--- src/rtl/frame_uart_pkg.sv ---
// Shared types and helpers for the frame UART transmitter.
package frame_uart_pkg;

  localparam int CHAR_W = 8;

  typedef enum logic [2:0] {
    IDLE,
    START,
    DATA,
    PARITY,
    STOP,
    GAP
  } state_e;

  // Number of 8-bit characters needed to carry a payload of the given width.
  function automatic int num_chars(input int payload_w);
    return (payload_w + CHAR_W - 1) / CHAR_W;
  endfunction

endpackage

--- src/rtl/baud_tick_gen.sv ---
// Bit-period timer: pulses bit_tick on the last cycle of every bit period.
// restart re-aligns the period to the cycle after the restarting edge.
module baud_tick_gen #(
  parameter int CLKS_PER_BIT = 868
) (
  input  logic clk_in,
  input  logic rst_in,
  input  logic restart,
  input  logic enable,
  output logic bit_tick
);

  localparam int CNT_W = $clog2(CLKS_PER_BIT);
  localparam logic [CNT_W-1:0] CNT_LAST = CNT_W'(CLKS_PER_BIT - 1);

  logic [CNT_W-1:0] cnt_q;

  // Period counter: cleared on restart, wraps at the end of each bit period.
  always_ff @(posedge clk_in or posedge rst_in) begin
    // NOTE: flops take non-blocking assignments so every register samples pre-edge values.
    if (rst_in) begin
      cnt_q <= '0;
    end else if (restart) begin
      cnt_q <= '0;
    end else if (enable) begin
      if (cnt_q == CNT_LAST) cnt_q <= '0;
      else                   cnt_q <= cnt_q + 1'b1;
    end
  end

  assign bit_tick = enable && (cnt_q == CNT_LAST);

endmodule

--- src/rtl/frame_uart_tx.sv ---
// Serial frame transmitter: sends a latched PAYLOAD_W-bit word as
// ceil(PAYLOAD_W/8) UART characters, LSB first, idle-high line.
// Optional build macro FRAME_UART_TX_PARITY_EN adds an even-parity bit per char.
module frame_uart_tx
  import frame_uart_pkg::*;
#(
  parameter int PAYLOAD_W      = 162,
  parameter int CLKS_PER_BIT   = 868,
  parameter int INTER_CHAR_GAP = 0
) (
  input  logic                 clk_in,
  input  logic                 rst_in,
  input  logic                 trigger_in,
  input  logic [PAYLOAD_W-1:0] val_in,
  output logic                 data_out,
  output logic                 busy_out,
  output logic                 done_out
);

  localparam int NUM_CHARS = num_chars(PAYLOAD_W);
  localparam int SR_W      = NUM_CHARS * CHAR_W;
  localparam int CCNT_W    = $clog2(NUM_CHARS + 1);
  localparam int GAP_W     = (INTER_CHAR_GAP > 1) ? $clog2(INTER_CHAR_GAP) : 1;
  localparam logic [CCNT_W-1:0] CHAR_LAST = CCNT_W'(NUM_CHARS - 1);
  localparam logic [GAP_W-1:0]  GAP_LAST  = GAP_W'((INTER_CHAR_GAP > 0) ? INTER_CHAR_GAP - 1 : 0);

  state_e              state_q, state_d;
  logic [SR_W-1:0]     sreg_q, sreg_d;
  logic [2:0]          bit_q, bit_d;
  logic [CCNT_W-1:0]   char_q, char_d;
  logic [GAP_W-1:0]    gap_q, gap_d;
  logic                tx_q, tx_d;
  logic                busy_q, busy_d;
  logic                done_q, done_d;
  logic                restart;
  logic                bit_tick;
`ifdef FRAME_UART_TX_PARITY_EN
  logic                par_q, par_d;
`endif

  baud_tick_gen #(
    .CLKS_PER_BIT(CLKS_PER_BIT)
  ) u_baud (
    .clk_in  (clk_in),
    .rst_in  (rst_in),
    .restart (restart),
    .enable  (busy_q),
    .bit_tick(bit_tick)
  );

  // State and datapath registers; reset aborts any frame in flight.
  always_ff @(posedge clk_in or posedge rst_in) begin
    // NOTE: the shift register is reset along with control so a single reset domain covers the whole block.
    if (rst_in) begin
      state_q <= IDLE;
      sreg_q  <= '0;
      bit_q   <= '0;
      char_q  <= '0;
      gap_q   <= '0;
      tx_q    <= 1'b1;
      busy_q  <= 1'b0;
      done_q  <= 1'b0;
`ifdef FRAME_UART_TX_PARITY_EN
      par_q   <= 1'b0;
`endif
    end else begin
      state_q <= state_d;
      sreg_q  <= sreg_d;
      bit_q   <= bit_d;
      char_q  <= char_d;
      gap_q   <= gap_d;
      tx_q    <= tx_d;
      busy_q  <= busy_d;
      done_q  <= done_d;
`ifdef FRAME_UART_TX_PARITY_EN
      par_q   <= par_d;
`endif
    end
  end

  // Next-state and next-output logic; the line value is computed one bit ahead and registered.
  always_comb begin
    // NOTE: every signal gets a default first so no path leaves one unassigned (no latches).
    state_d = state_q;
    sreg_d  = sreg_q;
    bit_d   = bit_q;
    char_d  = char_q;
    gap_d   = gap_q;
    tx_d    = tx_q;
    busy_d  = busy_q;
    done_d  = 1'b0;
    restart = 1'b0;
`ifdef FRAME_UART_TX_PARITY_EN
    par_d   = par_q;
`endif
    case (state_q)
      IDLE: begin
        if (trigger_in && !busy_q) begin
          sreg_d  = SR_W'(val_in);
          char_d  = '0;
          tx_d    = 1'b0;
          busy_d  = 1'b1;
          restart = 1'b1;
          state_d = START;
        end
      end
      START: begin
        if (bit_tick) begin
          bit_d   = '0;
          tx_d    = sreg_q[0];
`ifdef FRAME_UART_TX_PARITY_EN
          par_d   = sreg_q[0];
`endif
          state_d = DATA;
        end
      end
      DATA: begin
        if (bit_tick) begin
          sreg_d = sreg_q >> 1;
          if (bit_q == 3'd7) begin
`ifdef FRAME_UART_TX_PARITY_EN
            tx_d    = par_q;
            state_d = PARITY;
`else
            tx_d    = 1'b1;
            state_d = STOP;
`endif
          end else begin
            bit_d = bit_q + 3'd1;
            tx_d  = sreg_q[1];
`ifdef FRAME_UART_TX_PARITY_EN
            par_d = par_q ^ sreg_q[1];
`endif
          end
        end
      end
`ifdef FRAME_UART_TX_PARITY_EN
      PARITY: begin
        if (bit_tick) begin
          tx_d    = 1'b1;
          state_d = STOP;
        end
      end
`endif
      STOP: begin
        if (bit_tick) begin
          if (char_q == CHAR_LAST) begin
            busy_d  = 1'b0;
            done_d  = 1'b1;
            state_d = IDLE;
          end else begin
            char_d = char_q + 1'b1;
            if (INTER_CHAR_GAP > 0) begin
              gap_d   = '0;
              state_d = GAP;
            end else begin
              tx_d    = 1'b0;
              state_d = START;
            end
          end
        end
      end
      GAP: begin
        if (bit_tick) begin
          if (gap_q == GAP_LAST) begin
            tx_d    = 1'b0;
            state_d = START;
          end else begin
            gap_d = gap_q + 1'b1;
          end
        end
      end
      default: state_d = IDLE;
    endcase
  end

  assign data_out = tx_q;
  assign busy_out = busy_q;
  assign done_out = done_q;

endmodule

--- config.mk ---
export PLATFORM = sky130hd
export DESIGN_NAME = frame_uart_tx
export DESIGN_NICKNAME = d
export VERILOG_FILES = /design/src/rtl/frame_uart_pkg.sv /design/src/rtl/baud_tick_gen.sv /design/src/rtl/frame_uart_tx.sv
export SDC_FILE = /design/constraint.sdc
export NUM_CORES = 1
export LEC_CHECK = 0
export ABC_AREA = 1
export BUFFER_PORTS_ARGS = -buffer_cell sky130_fd_sc_hd__buf_2
export CAP_MARGIN = 20
export CORE_MARGIN = 1
export CORE_UTILIZATION = 55
export CTS_BUF_LIST = sky130_fd_sc_hd__clkbuf_16
export DETAILED_ROUTE_END_ITERATION = 10
export PLACE_DENSITY = 0.77
export SKIP_CTS_REPAIR_TIMING = 1
export SYNTH_ARGS = -nofsm -noshare
export SYNTH_HDL_FRONTEND = slang
export SYNTH_SLANG_ARGS = --single-unit
export TNS_END_PERCENT = 5
--- constraint.sdc ---
create_clock -name clk_in -period 7.5 [get_ports clk_in]
set_input_delay 0.75 -clock clk_in [delete_from_list [all_inputs] [get_ports clk_in]]
set_output_delay 0.75 -clock clk_in [all_outputs]
set_load 0.01 [all_outputs]
==> qor.csv <==
stage,metric,value,unit
outcome,run status,"complete, no violations",
floorplanning,placement row count,49,
worst_hold_path,Min-Delay Path Class,input pin to async pin,
logic_synthesis,most frequent cell after synthesis,nand2_1,
power_and_ir_drop,Clk pwr share,44.2,%
global_routing,largest net degree at the start of global routing,166,
route,drt pass-1 iters,5,
timing,Tightest Pin Transition,1080,ps
logic_synthesis,Synth Flop Type,dfrtp_1,
clocking,CTS H-tree lvls,4,
worst_setup_path,"Slowest-stage cell, CP",buf_12,
floorplanning,Core Area,18000,sq um
route,initial drt markers,478,
logic_synthesis,count of cell types in the netlist,33,
timing,Final Max Tran Viols,0,
layout,area occupied by multi-input gates,4190,sq um
worst_setup_path,Critical Path Max Stage Delay,740,ps
layout,share of post-route cells with drive strength above 1,29.0,%
worst_setup_path,most frequent CP cell,nand2_2,
power_and_ir_drop,Reg power frac,50.3,%
placement,half-perimeter wire length after placement,12400,um
floorplanning,die area,19000,sq um
layout,area delta synth->final,11.6,%
timing,final setup vio count,0,
power_and_ir_drop,Comb pwr share,5.5,%
route,ANT nets after route,0,
clocking,clk root buf,clkbuf_16,
power_and_ir_drop,Sw Pwr,0.449,mW
floorplanning,Initial Utilization,56.3,%
timing,unrepaired setup endpoints after global routing,false,
logic_synthesis,Post-synth top cells,"290 x nand2_1, 185 x dfrtp_1, 183 x inv_1, 179 x o21ai_0, 92 x nand2_2",
global_routing,first-pass GRT wire length,31900,um
layout,Final nets,1531,
power_and_ir_drop,internal power,1.54,mW
clocking,clock sink count,186,
placement,Placed Cells,1570,
global_routing,initial antenna violation count,1,
power_and_ir_drop,worst vdd ir,162,uV
clocking,cts bufs inserted,17,
worst_setup_path,crit start category,flop,
logic_synthesis,post-synthesis sequential area ratio,45.9,%
clocking,CTS tree,done,
logic_synthesis,asr flop ratio synth,100,%
logic_synthesis,post-synth top area share,45.6,%
route,DR DRC count,0,
route,DR WL/cell,11.9,um
worst_setup_path,Critical Path RT,7840,ps
clocking,"Reg clk slew, reported paths",70,ps
power_and_ir_drop,pwr/cell area,176,nW/um^2
route,vias per inst,5.00,
floorplanning,die width,138,um
timing,Slew headroom,28.3,%
logic_synthesis,synthesized area,10100,sq um
flow_run,maxcap violations,0,
worst_setup_path,Setup CP Type,flop to flop,
worst_setup_path,crit path DAT,3740,ps
worst_setup_path,worst-case reg-to-reg path depth,8,
route,WL final,19200,um
worst_setup_path,CP cell instances,"nor2_4, nand2_4, inv_1, nand2_2, nand2_8, buf_12, nand2_2, o21ai_2",
layout,Storage cell area,4660,sq um
logic_synthesis,Mapped Cells,1242,
logic_synthesis,syn nets,1412,
timing,Fin. Hold Viols,0,
timing,final worst slack,4100,ps
timing,min Tclk post-route,3400,ps
timing,fmax,294,MHz
floorplanning,IO Count,168,
worst_setup_path,critical path peak fanout,165,
worst_setup_path,R2R Path End,sreg_q[6],
worst_setup_path,Crit. End Element,flop,
layout,Fillers,1586,
route,via count,8027,
clocking,clk buf depth,2,
placement,routability cong.,0.823,
placement,port bufs,167,
logic_synthesis,post-synthesis area per instance,8.17,sq um
global_routing,all-layer global routing usage,21.0,%
clocking,insertion delay to the later sink of the worst-skew pair,430,ps
placement,DP Worst Slack,4170,ps
global_routing,GRT Residual Overflow,0,
power_and_ir_drop,Sw Share,22.5,%
logic_synthesis,YS warnings,0,
logic_synthesis,"EDFF count, synth",0,
worst_setup_path,r2r setup slk,4100,ps
floorplanning,Die Ht,138,um
global_routing,vias in the first global route,7468,
timing,post-route setup TNS,0,ps
layout,Post-Layout Cell Count,1604,
power_and_ir_drop,static leakage,5.97,nW
timing,Setup Skew,10.7,ps
logic_synthesis,post-synthesis register bit count,186,
timing,fin crit share,45.3,%
logic_synthesis,synth top area cells,"dfrtp_1 46%, nand2_1 11%, o21ai_0 8.8%, o21ai_2 7.8%, inv_1 6.8%",
logic_synthesis,dominant cell type by area after synthesis,dfrtp_1,
worst_setup_path,Worst R2R Start,state_q[0],
worst max-delay path, delay by kind of cell, from the launching register on:
kind / cells / cell delay (ps)
and+or+nand+nor: 5 / 1470
buffers and inverters: 2 / 1040
DFF: 1 / 430
AOI/OAI and AO/OA: 1 / 100
power by group through the flow:
| stage | Clock [mW] | Combinational, mW | Sequential [mW] |
|---|---|---|---|
| detailed placement | 0 | 0.109 | 1.02 |
| floorplan | 0 | 0.0521 | 1.02 |
| finish | 0.881 | 0.109 | 1.00 |
| global placement | 0 | 0.109 | 1.02 |
| CTS | 0.904 | 0.110 | 1.00 |
| global route | 0.939 | 0.125 | 1.00 |
flip-flops by register name (all words and copies together) (netlist names):
signal        cells
done_out          1
char_q            5
u_baud.cnt_q     10
bit_q             3
data_out          1
sreg_q          162
state_q           3
busy_out          1
cells in the final DEF, fill, tap and decap left out, drive strengths merged, types with 8 or more instances in the layout:
cell	synthesis	layout
nand2	383	383
clkinv	1	8
buf	56	172
clkbuf	16	17
dfrtp	185	185
nor2	16	16
nand3	21	21
nand4	11	11
nor3	8	8
o21ai	342	342
inv	186	190
kinds of logic after synthesis:
logic type	synth area share, %
DFF	45.9
adders and majority gates	0.616
AOI/OAI and AO/OA	20.6
buffers and inverters	13.0
and+or+nand+nor	19.8
xor gates and xnor gates	0.173
worst max path at each step:
stage / to / start / cells after the start
6_report: sreg_q[6] / state_q[0] / 8
3_5_place_dp: sreg_q[148] / state_q[0] / 8
3_3_place_gp: sreg_q[151] / state_q[0] / 8
5_1_grt: sreg_q[6] / state_q[0] / 8
4_1_cts: sreg_q[148] / state_q[0] / 8
2_1_floorplan: bit_q[0] / rst_in / 1
final cells by class:
cell class	count	share of cell area [%]
Tap cell	229	2.53
Clock buffer	17	3.76
Multi-Input combinational cell	797	37.0
Sequential cell	186	41.1
Clock inverter	15	1.33
Antenna cell	1	0.0221
Timing Repair Buffer	172	8.00
Inverter	187	6.24
metrics by stage:
step	util (%)	area, sq um	power (mW)	hold slack (ps)
finish	62.8	11300	1.99	211
global route	62.8	11300	2.07	202
CTS	62.7	11300	2.02	484
detailed placement	59.5	10700	1.13	465
global placement	59.5	10700	1.13	468
floorplan	-	10100	1.07	452
routing by layer:
layer  wire length [um]  vias to the layer above  GRT usage [%]  part of all wire (%)
met4                298                        0           6.46                   1.6
met2               8910                      176           35.4                    47
met1               9170                     3659           27.0                    48
met3                777                       32           4.23                   4.1
li1                   -                     4160              -                     -
met5                  0                        -              0                     0
(Power assumes the default switching activity.)
